`src/rtl/audio_mem_pkg.sv`:
```
// Shared mode/state encodings and default widths for the audio RAM sequencer.
package audio_mem_pkg;

  localparam int DEF_SAMPLE_W = 16;
  localparam int DEF_CHANNELS = 2;
  localparam int DEF_ADDR_W   = 26;
  localparam int DEF_OVR_W    = 8;

  // Channel index is wide enough for up to 8 channels plus headroom.
  localparam int CH_IDX_W = 4;

  typedef enum logic [1:0] {
    MODE_IDLE = 2'd0,
    MODE_REC  = 2'd1,
    MODE_PLAY = 2'd2,
    MODE_RSVD = 2'd3
  } mode_t;

  typedef enum logic [2:0] {
    S_IDLE       = 3'd0,
    S_WAIT_FRAME = 3'd1,
    S_WR         = 3'd2,
    S_RD_REQ     = 3'd3,
    S_RD_WAIT    = 3'd4,
    S_RD_ACK     = 3'd5
  } state_t;

endpackage

```
`src/rtl/audio_ram_sequencer_frame_buffer.sv`:
```
// CHANNELS x SAMPLE_W register array: whole-frame load for recording,
// per-channel indexed write for the playback shadow, parallel frame read.
module frame_buffer
  import audio_mem_pkg::*;
#(
  parameter int SAMPLE_W = DEF_SAMPLE_W,
  parameter int CHANNELS = DEF_CHANNELS
) (
  input  logic                         clk,
  input  logic                         RST,
  input  logic                         load_all,
  input  logic [CHANNELS*SAMPLE_W-1:0] frame_in,
  input  logic                         wr_en,
  input  logic [CH_IDX_W-1:0]          wr_idx,
  input  logic [SAMPLE_W-1:0]          wr_data,
  input  logic [CH_IDX_W-1:0]          rd_idx,
  output logic [SAMPLE_W-1:0]          rd_data,
  output logic [CHANNELS*SAMPLE_W-1:0] frame_out
);

  logic [SAMPLE_W-1:0] slots [CHANNELS];

  always_ff @(posedge clk or negedge RST) begin
    if (!RST) begin
      for (int i = 0; i < CHANNELS; i++) slots[i] <= '0;
    end else begin
      for (int i = 0; i < CHANNELS; i++) begin
        if (load_all) begin
          slots[i] <= frame_in[i*SAMPLE_W +: SAMPLE_W];
        end else if (wr_en && (wr_idx == CH_IDX_W'(i))) begin
          slots[i] <= wr_data;
        end
      end
    end
  end

  always_comb begin
    rd_data = '0;
    for (int i = 0; i < CHANNELS; i++) begin
      if (rd_idx == CH_IDX_W'(i)) rd_data = slots[i];
    end
  end

  for (genvar g = 0; g < CHANNELS; g++) begin : g_out
    assign frame_out[g*SAMPLE_W +: SAMPLE_W] = slots[g];
  end

endmodule

```
`src/rtl/audio_ram_sequencer.sv`:
```
// Record/playback sequencer moving multi-channel audio frames between the
// codec sample path and the memory interface user port.
module audio_ram_sequencer
  import audio_mem_pkg::*;
#(
  parameter int SAMPLE_W = DEF_SAMPLE_W,
  parameter int CHANNELS = DEF_CHANNELS,
  parameter int ADDR_W   = DEF_ADDR_W,
  parameter int OVR_W    = DEF_OVR_W
) (
  input  logic                         clk,
  input  logic                         RST,
  input  logic [1:0]                   mode,
  input  logic                         loop_en,
  input  logic                         addr_clr,
  input  logic [ADDR_W-1:0]            end_addr,
  input  logic                         sample_end,
  input  logic [CHANNELS*SAMPLE_W-1:0] in_samples,
  output logic [CHANNELS*SAMPLE_W-1:0] out_samples,
  output logic                         out_valid,
  input  logic                         mem_rdy,
  output logic [ADDR_W-1:0]            mem_addr,
  output logic [SAMPLE_W-1:0]          mem_wdata,
  output logic                         mem_we,
  output logic                         mem_rd_req,
  input  logic                         mem_rd_valid,
  input  logic [SAMPLE_W-1:0]          mem_rd_data,
  output logic                         mem_rd_ack,
  output logic [ADDR_W-1:0]            cur_addr,
  output logic                         busy,
  output logic                         done,
  output logic [OVR_W-1:0]             overrun
);

  localparam logic [CH_IDX_W-1:0] LAST_CH = CH_IDX_W'(CHANNELS - 1);

  state_t                       state, state_nxt;
  mode_t                        mode_cap;
  logic [ADDR_W-1:0]            base;
  logic [CH_IDX_W-1:0]          ch_idx;
  logic                         last_ch, mode_active, mode_same, fits;
  logic [ADDR_W:0]              frame_top;
  logic                         enter_active, clear_addr, start_frame, wrap_base, set_done;
  logic                         do_write, do_rd_req, capture, do_rd_ack, frame_done;
  logic                         frame_advance, overrun_inc;
  logic [SAMPLE_W-1:0]          buf_rd_data;
  logic [CHANNELS*SAMPLE_W-1:0] buf_frame;

  assign last_ch     = (ch_idx == LAST_CH);
  assign mode_active = (mode == MODE_REC) || (mode == MODE_PLAY);
  assign mode_same   = (mode_t'(mode) == mode_cap);
  // Widened by one bit so the fit check cannot wrap near the top of memory.
  assign frame_top   = {1'b0, base} + (ADDR_W+1)'(CHANNELS - 1);
  assign fits        = (frame_top <= {1'b0, end_addr});
  assign busy        = (state != S_IDLE);
  assign cur_addr    = base;

  frame_buffer #(
    .SAMPLE_W(SAMPLE_W),
    .CHANNELS(CHANNELS)
  ) u_frame_buffer (
    .clk      (clk),
    .RST      (RST),
    .load_all (start_frame && (mode_cap == MODE_REC)),
    .frame_in (in_samples),
    .wr_en    (capture),
    .wr_idx   (ch_idx),
    .wr_data  (mem_rd_data),
    .rd_idx   (ch_idx),
    .rd_data  (buf_rd_data),
    .frame_out(buf_frame)
  );

  always_ff @(posedge clk or negedge RST) begin
    if (!RST) state <= S_IDLE;
    else      state <= state_nxt;
  end

  always_comb begin
    state_nxt = state;
    case (state)
      S_IDLE:
        if (!addr_clr && mode_active && !done) state_nxt = S_WAIT_FRAME;
      S_WAIT_FRAME:
        if (!mode_same) begin
          state_nxt = S_IDLE;
        end else if (sample_end) begin
          if (!fits && !loop_en)        state_nxt = S_IDLE;
          else if (mode_cap == MODE_REC) state_nxt = S_WR;
          else                           state_nxt = S_RD_REQ;
        end
      S_WR:      if (mem_rdy && last_ch) state_nxt = S_WAIT_FRAME;
      S_RD_REQ:  if (mem_rdy)            state_nxt = S_RD_WAIT;
      S_RD_WAIT: if (mem_rd_valid)       state_nxt = S_RD_ACK;
      S_RD_ACK:  state_nxt = last_ch ? S_WAIT_FRAME : S_RD_REQ;
      default:   state_nxt = S_IDLE;
    endcase
  end

  always_comb begin
    enter_active = 1'b0;
    clear_addr   = 1'b0;
    start_frame  = 1'b0;
    wrap_base    = 1'b0;
    set_done     = 1'b0;
    do_write     = 1'b0;
    do_rd_req    = 1'b0;
    capture      = 1'b0;
    do_rd_ack    = 1'b0;
    frame_done   = 1'b0;
    case (state)
      S_IDLE:
        if (addr_clr)                  clear_addr   = 1'b1;
        else if (mode_active && !done) enter_active = 1'b1;
      S_WAIT_FRAME:
        if (mode_same && sample_end) begin
          if (fits) begin
            start_frame = 1'b1;
          end else if (loop_en) begin
            wrap_base   = 1'b1;
            start_frame = 1'b1;
          end else begin
            set_done = 1'b1;
          end
        end
      S_WR:      do_write  = mem_rdy;
      S_RD_REQ:  do_rd_req = mem_rdy;
      S_RD_WAIT: capture   = mem_rd_valid;
      S_RD_ACK: begin
        do_rd_ack  = 1'b1;
        frame_done = last_ch;
      end
      default: ;
    endcase
  end

  assign frame_advance = (do_write || do_rd_ack) && last_ch;
  // A strobe seen mid-frame cannot be serviced, so it is dropped and counted.
  assign overrun_inc   = sample_end && (state != S_IDLE) && (state != S_WAIT_FRAME);

  always_ff @(posedge clk or negedge RST) begin
    if (!RST) begin
      mode_cap    <= MODE_IDLE;
      base        <= '0;
      ch_idx      <= '0;
      done        <= 1'b0;
      overrun     <= '0;
      out_samples <= '0;
      out_valid   <= 1'b0;
      mem_addr    <= '0;
      mem_wdata   <= '0;
      mem_we      <= 1'b0;
      mem_rd_req  <= 1'b0;
      mem_rd_ack  <= 1'b0;
    end else begin
      mem_we     <= do_write;
      mem_rd_req <= do_rd_req;
      mem_rd_ack <= do_rd_ack;
      out_valid  <= frame_done;
      if (do_write || do_rd_req) mem_addr  <= base + ADDR_W'(ch_idx);
      if (do_write)              mem_wdata <= buf_rd_data;
      if (frame_done)            out_samples <= buf_frame;
      if (enter_active)          mode_cap <= mode_t'(mode);

      if (clear_addr || start_frame)  ch_idx <= '0;
      else if (do_write || do_rd_ack) ch_idx <= last_ch ? '0 : ch_idx + 1'b1;

      if (clear_addr || wrap_base) base <= '0;
      else if (frame_advance)      base <= base + ADDR_W'(CHANNELS);

      if (clear_addr || enter_active) done <= 1'b0;
      else if (set_done)              done <= 1'b1;

      if (overrun_inc && (overrun != '1)) overrun <= overrun + 1'b1;
    end
  end

endmodule

```
`config.mk`:
```
export PLATFORM = sky130hd
export DESIGN_NAME = audio_ram_sequencer
export DESIGN_NICKNAME = d
export VERILOG_FILES = /design/src/rtl/audio_mem_pkg.sv /design/src/rtl/audio_ram_sequencer_frame_buffer.sv /design/src/rtl/audio_ram_sequencer.sv
export SDC_FILE = /design/constraint.sdc
export NUM_CORES = 1
export LEC_CHECK = 0
export ABC_CLOCK_PERIOD_IN_PS = 3000
export BUFFER_PORTS_ARGS = -buffer_cell sky130_fd_sc_hd__buf_2
export CAP_MARGIN = 40
export CORE_UTILIZATION = 46
export DETAILED_ROUTE_END_ITERATION = 12
export PLACE_DENSITY = 0.84
export RECOVER_POWER = 100
export SLEW_MARGIN = 20
export SYNTH_ARGS = -nofsm -noshare
export SYNTH_HDL_FRONTEND = slang
export SYNTH_HIERARCHICAL = 1
export SYNTH_SLANG_ARGS = --single-unit
```
`constraint.sdc`:
```
create_clock -name clk -period 3 [get_ports clk]
set_input_delay 0.3 -clock clk [delete_from_list [all_inputs] [get_ports clk]]
set_output_delay 0.3 -clock clk [all_outputs]
set_load 0.005 [all_outputs]
```
==> results.yml, run 1 <==
logic_synthesis:
  yosysTopAreaCell: "dfrtp_1"
  ys.flop_type: "dfrtp_1"
  ys_ff_latch: 153
  synth_edf_count: 0
  synth-seq-area-share_pct: 47.1
  syn-num-nets: 935
  yosys_warnings: 6
  syn_area_per_cell_um2: 9.92
  synth_area_leaders: "dfrtp_1 47%, mux2_2 7.2%, ha_1 4.9%"
  async_flop_share_pct: 100
  synth_top_area_share_pct: 47.1
  synth_most_common_cell: "dfrtp_1"
  synth_cells: 820
  syn-cell-area_um2: 8130
  ys_types: 57
  synth_commonest_cells: "153 x dfrtp_1, 64 x nand2_1, 52 x mux2_2, 52 x nor2_1, 47 x clkbuf_1"
power_and_ir_drop:
  leakage_uw: 0.00470
  ir_drop_v: 0.000425
  powerDensity_nw_per_um2: 704
sta:
  tightest_slew_ps: 1900
  setup_viol: 0
  fin_tns_setup_ps: 0
  hold_violations: 0
  rsz0062_at_grt: "false"
  slew_viol_final: 76
  holdWs_ps: 124
  period_needed_ps: 2860
  fmax_ghz: 0.350
  slew_headroom_pct: -26.4
  clock_skew_ps: 12.8
  min_period_over_period_pct: 95.3
worst_setup_path:
  arrival_ps: 3160
  critPathKind: "reg -> reg"
  cp-start-kind: "flop"
  cp_max_fo: 64
  worstPathRequired_ps: 3300
  crit_path_top_delay_cell: "or4_1"
  crit_chain: "ha_1, nand3_1, or4_1, o21ai_2, a211oi_4, o21a_2, nor3b_2, buf_12, a31oi_1, a21oi_1"
  critical_path.max_stage_delay_ps: 570
  ff2ff_setup_slack_ps: 140
  cp.buffers_inverters: 1
  worst_path_dominant_cell_family: "simple AND/OR/NAND/NOR gates"
  endpoint_kind: "flop"
floorplan:
  dieWidth_um: 135
  die_h_um: 135
  rows: 48
  core-area_um2: 17300
  die-area_um2: 18200
  initial_core_util_pct: 47.0
  ios: 197
place:
  dp_hpwl_mm: 15.4
  post_dp_cell_area_um2: 9440
  port_buffers: 195
  place_congestion: 0.898
finish:
  final_area_um2: 9860
  regArea_um2: 3830
  area_growth_pct: 21.2
  fin_nets: 1116
  fillCellCount: 1536
  multiInputGateArea_um2: 3910
  drive_gt1_share_pct: 25.5
  diodes: 0
detailed_routing:
  wl_mm: 21.5
  first_iter_violations: 653
  dr.pass1.iters: 6
  drc: 0
  avgViaCountPerCell: 5.50
  drtAntennaViolNets: 0
  wl_per_cell_um: 17.4
  via_count: 6820
clocking:
  cts_sinks: 153
  cts_tree: "built"
  clock_latency_ps: 430
  clk_pin_slew_ps: 70
  cts.path.max_buffers: 2
  h-tree-depth: 4
  cts_setup_buffers: 0
  cts_root_buffer: "clkbuf_16"
  cts_buffers: 17
grt:
  grt_overflow: 0
  grt_max_degree: 77
  grt.total_usage_pct: 23.9
  grt_pass1_wl_mm: 33.9
  antenna_found_initial: 0
  grt_pass1_vias: 6446
run_status:
  violations: "capacitance limit, slew limit"
  status: "finished with violations"
worst_hold_path:
  hp-class: "in -> reg"
job:
  max-cap-violations: 1
worst reg2reg max path, stage by stage, from the launching register on:
cell      delay [ps]
dfrtp_1          460
ha_1             330
nand3_1          160
or4_1            570
o21ai_2          200
a211oi_4          60
o21a_2           270
nor3b_2          180
buf_12           190
a31oi_1          210
a21oi_1          100
per-layer routing:
| layer | track usage [%] | vias to the layer above | wire length [um] |
|---|---|---|---|
| met3 | 4.92 | 59 | 1390 |
| met2 | 36.5 | 275 | 10100 |
| met4 | 12.3 | 0 | 790 |
| met1 | 32.1 | 3282 | 9280 |
| met5 | 0 | - | 0 |
| li1 | - | 3204 | - |
path summary, 6_finish.rpt:
kind	startpoint	endpoint	cells after the start
setup / recovery	cur_addr[25]	u_frame_buffer/frame_out[30]	10
hold / removal	in_samples[31]	u_frame_buffer/frame_out[31]	3
setup reg to reg	cur_addr[25]	u_frame_buffer/frame_out[30]	10
hold reg to reg	mem_addr[17]	mem_addr[17]	2
max in group asynchronous	RST	overrun[7]	3
min in group asynchronous	RST	out_samples[11]	2
state kept, by name, summed over array words and instances (netlist names), 2 cells and up:
| signal | flops |
|---|---|
| ch_idx | 4 |
| cur_addr | 25 |
| mem_addr | 26 |
| mem_wdata | 16 |
| mode_cap | 2 |
| out_samples | 32 |
| overrun | 8 |
| state | 3 |
| u_frame_buffer/frame_out | 32 |
power breakdown:
part           switching (uW)  internal (uW)
registers                 354           2540
logic                    1090            865
clock network             918           1170
cells in the final DEF, fill, tap and decap left out, drive strengths merged, types with 4 or more instances in the layout:
| cell | synthesis | layout |
|---|---|---|
| dfrtp | 153 | 153 |
| buf | 24 | 151 |
| clkbuf | 47 | 100 |
| o21ai | 66 | 66 |
| nand2 | 64 | 64 |
| nor2 | 54 | 54 |
| mux2 | 52 | 52 |
| a21oi | 44 | 44 |
| inv | 35 | 42 |
| xnor2 | 36 | 36 |
| nor2b | 34 | 34 |
| a31oi | 33 | 33 |
| ha | 32 | 32 |
| xor2 | 22 | 22 |
| nor3 | 19 | 19 |
| nand3 | 18 | 18 |
| a22o | 16 | 16 |
| nand4 | 15 | 15 |
| a211oi | 5 | 5 |
| a21o | 4 | 4 |
| and3 | 4 | 4 |
| nor3b | 4 | 4 |
layout make-up:
cell class                 instances  area share (%)
timing repair buffer             233            11.6
sequential                       153            38.9
inverter                          35            1.33
tap                              225            2.86
clock inverter                    13            1.37
clock buffer                      19            4.39
multi-input combinational        561            39.6
cell families (layout without fill, tap and decap cells):
| family | count (synthesis) | count (layout) | share of synthesized area, % |
|---|---|---|---|
| AO/OA/AOI/OAI | 180 | 180 | 13.5 |
| XOR/XNOR | 58 | 58 | 6.25 |
| adder cells (fa/ha/maj) | 32 | 32 | 4.92 |
| buffers and inverters | 106 | 300 | 5.65 |
| flip-flops | 153 | 153 | 47.1 |
| multiplexers | 55 | 55 | 7.57 |
| other | 1 | 1 | 0.0461 |
| AND/OR/NAND/NOR | 235 | 235 | 15.0 |
stage by stage:
| step | power (uW) | std cells | utilization [%] | worst slack, ps |
|---|---|---|---|---|
| 2_1_floorplan | 4100 | 820 | - | 43.4 |
| 3_3_place_gp | 4770 | 1204 | 54.4 | 204 |
| 3_5_place_dp | 4900 | 1206 | 54.6 | 109 |
| 4_1_cts | 7000 | 1239 | 57.9 | 87.8 |
| 5_1_grt | 7300 | 1239 | 57.0 | 5.79 |
| 6_report | 6930 | 1239 | 57.0 | 140 |
timing repair:
action | CTS | global route
hold buffers | 1 | 0
gates resized for setup | 0 | 8
hold endpoints to repair | 74 | 0
setup endpoints to repair | 0 | 32
Power figures use the tool's default switching activity.
==> run 2: changes to the inputs <==
- ABC_CLOCK_PERIOD_IN_PS: 3000 -> 3600
- PLACE_DENSITY: 0.84 -> 0.81
- REMOVE_ABC_BUFFERS: default -> 1
- clock period: 3 -> 3.6 ns (I/O delays scaled with it)
==> results.yml, run 2 (synthesized netlist as in run 1, its figures left out) <==
finish:
  fin_cells: 1224
  final_util_pct: 56.3
  fin_nets: 1098
  mostFrequentLayoutCell: "dfrtp_1"
  area_growth_pct: 19.6
  drive_gt1_share_pct: 23.7
  final_area_um2: 9730
  mostFrequentLayoutCells: "153 x dfrtp_1, 129 x buf_2, 72 x clkbuf_1"
sta:
  clock_skew_ps: 10.7
  slew_viol_final: 128
  hold_violations: 0
  fmax_ghz: 0.305
  slew_headroom_pct: -28.4
  tightest_slew_ps: 1930
  period_needed_ps: 3270
  setup_viol: 0
  min_period_over_period_pct: 91.0
  rsz0062_at_grt: "false"
worst_setup_path:
  cp_max_fo: 64
  arrival_ps: 3620
  r2r_start: "cur_addr[17]"
  endpoint_kind: "flop"
  critPathKind: "reg -> reg"
  crit_start: "cur_addr[17]"
  worstPathRequired_ps: 3940
  cp-start-kind: "flop"
clocking:
  cts_resized: 0
  cts_root_buffer: "clkbuf_16"
  h-tree-depth: 4
  cts_buffers: 17
  cts_setup_buffers: 0
  cts_hold_buf: 1
  clock_latency_ps: 430
  cts_tree: "built"
  cts.path.max_buffers: 2
  cts_sinks: 153
  clk_pin_slew_ps: 70
floorplan:
  ios: 197
  core-area_um2: 17300
  initial_core_util_pct: 47.0
  dieWidth_um: 135
  die_h_um: 135
  die-area_um2: 18200
  rows: 48
grt:
  antenna_found_initial: 3
  grt_overflow: 0
  grt_max_degree: 77
  grt.total_usage_pct: 23.9
  grt_pass1_wl_mm: 33.7
  grt_pass1_vias: 6530
power_and_ir_drop:
  powerDensity_nw_per_um2: 597
  netSwitchingPower_uw: 2010
  netSwitchingFraction_pct: 34.6
  power_frac_seq_pct: 41.6
  intPower_uw: 3800
  ir_drop_v: 0.000345
  p_clk_share_pct: 30.7
  leakage_uw: 0.00461
  p_comb_share_pct: 27.7
run_status:
  status: "finished with violations"
  violations: "capacitance limit, slew limit"
detailed_routing:
  drtAntennaViolNets: 0
  first_iter_violations: 468
  wl_mm: 21.3
  avgViaCountPerCell: 5.52
  via_count: 6751
  wl_per_cell_um: 17.4
  drc: 0
  dr.pass1.iters: 5
place:
  post_dp_cell_area_um2: 9270
  port_buffers: 195
  place_congestion: 0.853
  dp_cells: 1188
  dp_hpwl_mm: 14.7
worst_hold_path:
  hp-start: "in_samples[0]"
  hp-class: "in -> reg"
job:
  max-cap-violations: 2
run 2: cell types whose count changed in the layout (fill, tap and decap cells not counted), sizes merged:
| cell | change |
|---|---|
| inv | +1 |
| buf | -15 |
| clkinv | +1 |
| clkbuf | -5 |
| diode | +3 |
run 2: area by class of cell:
type / count / area [um2]
fillers: 1568 / 7570
repair buffers: 215 / 1030
multi-input cells: 561 / 3870
inverters: 35 / 131
diodes: 3 / 7.51
clock inverters: 15 / 156
clock buffers: 17 / 425
flip-flops and latches: 153 / 3830
well taps: 225 / 282
run 2: worst max-delay path, cell delays in order, from the launching register on:
cell	delay [ps]
dfrtp_1	540
ha_1	330
nand4_1	190
nor2_1	70
a211o_1	280
a211oi_1	540
o21a_1	330
nor3b_2	280
buf_12	280
a31oi_1	90
a21oi_1	210
run 2: per-layer routing:
layer / wire length [um] / GRT usage, % / vias up
li1: - / - / 3176
met1: 9000 / 31.0 / 3254
met2: 10300 / 37.8 / 268
met3: 1330 / 4.92 / 53
met4: 708 / 12.1 / 0
met5: 0 / 0 / -
run 2: path summary, 6_finish.rpt:
kind | to | slack, ps | cells after the start
max | u_frame_buffer/frame_out[5] | 330 | 10
min | u_frame_buffer/frame_out[0] | 170 | 3
max reg2reg | u_frame_buffer/frame_out[5] | 330 | 10
min reg2reg | mem_addr[6] | 470 | 2
max in group asynchronous | overrun[7] | 930 | 3
min in group asynchronous | out_valid | 1000 | 2
run 2: power groups by stage:
stage	Combinational [uW]	Clock [uW]	Sequential, uW
after floorplan	914	0	2420
after global placement	1560	0	2420
after detailed placement	1650	0	2440
after CTS	1660	1800	2410
after global routing	1780	1890	2470
final	1610	1780	2420
run 2: metrics by stage:
stage / hold WS, ps / power [uW] / TNS (ps) / worst slack [ps]
floorplan: 64.4 / 3340 / -52300 / -1640
global placement: 444 / 3980 / 0 / 502
detailed placement: 444 / 4080 / 0 / 421
CTS: 162 / 5870 / 0 / 402
global route: 168 / 6130 / 0 / 118
finish: 172 / 5800 / 0 / 325
==> run 3: changes to the inputs <==
--- a/config.mk
+++ b/config.mk
@@ -10,2 +10,3 @@
 export CAP_MARGIN = 40
+export CORE_MARGIN = 2
 export CORE_UTILIZATION = 46
@@ -14,3 +15,2 @@
 export RECOVER_POWER = 100
-export REMOVE_ABC_BUFFERS = 1
 export SLEW_MARGIN = 20
--- a/constraint.sdc
+++ b/constraint.sdc
@@ -3,2 +3,2 @@
 set_output_delay 0.36 -clock clk [all_outputs]
-set_load 0.005 [all_outputs]
+set_load 0.1 [all_outputs]
==> results.yml, run 3 (synthesized netlist as in run 1, its figures left out) <==
detailed_routing:
  wl_per_cell_um: 17.6
  drtAntennaViolNets: 0
  dr.pass1.iters: 6
  drc: 0
  avgViaCountPerCell: 5.57
  wl_mm: 21.6
  first_iter_violations: 529
  via_count: 6816
run_status:
  status: "finished with violations"
  violations: "capacitance limit, slew limit"
finish:
  fillCellCount: 1577
  drive_gt1_share_pct: 19.9
  area_growth_pct: 19.9
  regArea_um2: 3830
  mostFrequentLayoutCell: "dfrtp_1"
  mostFrequentLayoutCells: "150 x dfrtp_1, 117 x clkbuf_1, 81 x buf_2"
  multiInputGateArea_um2: 3870
  fin_nets: 1099
place:
  place_congestion: 0.916
  dp_hpwl_mm: 15.1
  port_buffers: 195
worst_hold_path:
  hp-start: "in_samples[20]"
  hp-class: "in -> reg"
worst_setup_path:
  worst_path_dominant_cell_family: "compound AO/OA/AOI/OAI gates"
  worstPathRequired_ps: 3900
  endpoint_kind: "flop"
  crit_path_top_delay_cell: "a211oi_1"
  crit_start: "cur_addr[18]"
  critPathKind: "reg -> reg"
  cp-start-kind: "flop"
  arrival_ps: 3590
  cp_max_fo: 64
  r2r_start: "cur_addr[18]"
  crit_chain: "ha_1, nand4_1, nor2_1, a211o_1, a211oi_1, o21a_1, nor3b_2, buf_6, nor2b_1, a21oi_1"
  cp.buffers_inverters: 1
  critical_path.max_stage_delay_ps: 580
job:
  max-cap-violations: 2
power_and_ir_drop:
  finalPower_uw: 7420
  power_frac_seq_pct: 32.7
  ir_drop_v: 0.000547
  leakage_uw: 0.00446
  netSwitchingFraction_pct: 46.7
  p_comb_share_pct: 41.8
  intPower_uw: 3950
  powerDensity_nw_per_um2: 760
  netSwitchingPower_uw: 3470
  p_clk_share_pct: 25.5
sta:
  fmax_ghz: 0.304
  period_needed_ps: 3290
  tightest_slew_ps: 2010
  slew_headroom_pct: -33.9
  hold_violations: 0
  clock_skew_ps: 10.8
  slew_viol_final: 131
  setup_viol: 0
  fin_tns_setup_ps: 0
  min_period_over_period_pct: 91.4
  rsz0062_at_grt: "false"
grt:
  grtUsageMet3_pct: 4.85
  grt_pass1_vias: 6569
  top_usage_layer: "met2"
  antenna_found_initial: 1
  globalRouteMet2Util_pct: 35.8
  grt_pass1_wl_mm: 33.9
  grt_overflow: 0
  grt.total_usage_pct: 23.1
  met1_usage_pct: 31.3
  grt_max_degree: 80
clocking:
  cts_buffers: 17
  h-tree-depth: 4
  clk_pin_slew_ps: 60
  cts.path.max_buffers: 2
  cts_sinks: 153
  cts_setup_buffers: 0
  cts_tree: "built"
  clock_latency_ps: 420
  cts_root_buffer: "clkbuf_16"
floorplan:
  ios: 197
  die_h_um: 137
  initial_core_util_pct: 47.0
  core-area_um2: 17300
  die-area_um2: 18800
  dieWidth_um: 137
  rows: 48
## run 3: changes by cell type in the layout (fill, tap and decap cells not counted), sizes merged
cell      change
clkinv        +1
bufinv        +2
buf          -39
inv           -5
clkbuf       +44
clkinvlp      -2
diode         -1
## run 3: timing repair
item | 4_1_cts | 5_1_grt
hold endpoints to repair | 3 | 0
resized for setup | 0 | 0
hold buffers | 1 | 0
## run 3: per-layer routing
metal / vias up / routed length, um
met4: 0 / 605
met2: 267 / 10400
met5: - / 0
met3: 46 / 1350
li1: 3190 / -
met1: 3313 / 9220
## run 3: area by class of cell
| cell class | count | share of cell area, % |
|---|---|---|
| Clock inverter | 11 | 1.65 |
| Tap cell | 225 | 2.89 |
| Inverter | 35 | 1.35 |
| Sequential cell | 153 | 39.3 |
| Clock buffer | 21 | 4.72 |
| Multi-Input combinational cell | 561 | 39.7 |
| Timing Repair Buffer | 216 | 10.4 |
| Antenna cell | 2 | 0.0513 |
## run 3: worst reg2reg max path: stages, from the launching register on
cell	delay, ps
dfrtp_1	540
ha_1	310
nand4_1	150
nor2_1	70
a211o_1	260
a211oi_1	580
o21a_1	360
nor3b_2	240
buf_6	370
nor2b_1	230
a21oi_1	60
## run 3: power groups by stage
| stage | clock network [uW] | registers, uW | logic (uW) |
|---|---|---|---|
| after floorplan | 0 | 3800 | 1110 |
| after global placement | 0 | 2440 | 3070 |
| after detailed placement | 0 | 2450 | 3160 |
| after CTS | 1920 | 2420 | 3170 |
| after global routing | 1980 | 2480 | 3260 |
| final | 1890 | 2430 | 3100 |
## run 3: path summary, 6_finish.rpt
path,to,slack [ps],depth (start not counted)
setup / recovery,u_frame_buffer/frame_out[25],310,10
hold / removal,u_frame_buffer/frame_out[20],190,3
setup reg to reg,u_frame_buffer/frame_out[25],310,10
hold reg to reg,mem_addr[4],480,2
max in group asynchronous,cur_addr[15],1220,2
min in group asynchronous,overrun[0],1030,2
## run 3: metrics by stage
step | hold slack (ps) | worst slack [ps] | instance area [um2] | std cells | utilization (%)
2_1_floorplan | 64.4 | 34.4 | 8140 | 820 | -
3_3_place_gp | 436 | 494 | 9260 | 1186 | 53.5
3_5_place_dp | 443 | 427 | 9290 | 1189 | 53.7
4_1_cts | 175 | 390 | 9930 | 1222 | 57.4
5_1_grt | 179 | 78.0 | 9750 | 1223 | 56.4
6_report | 194 | 310 | 9750 | 1224 | 56.4
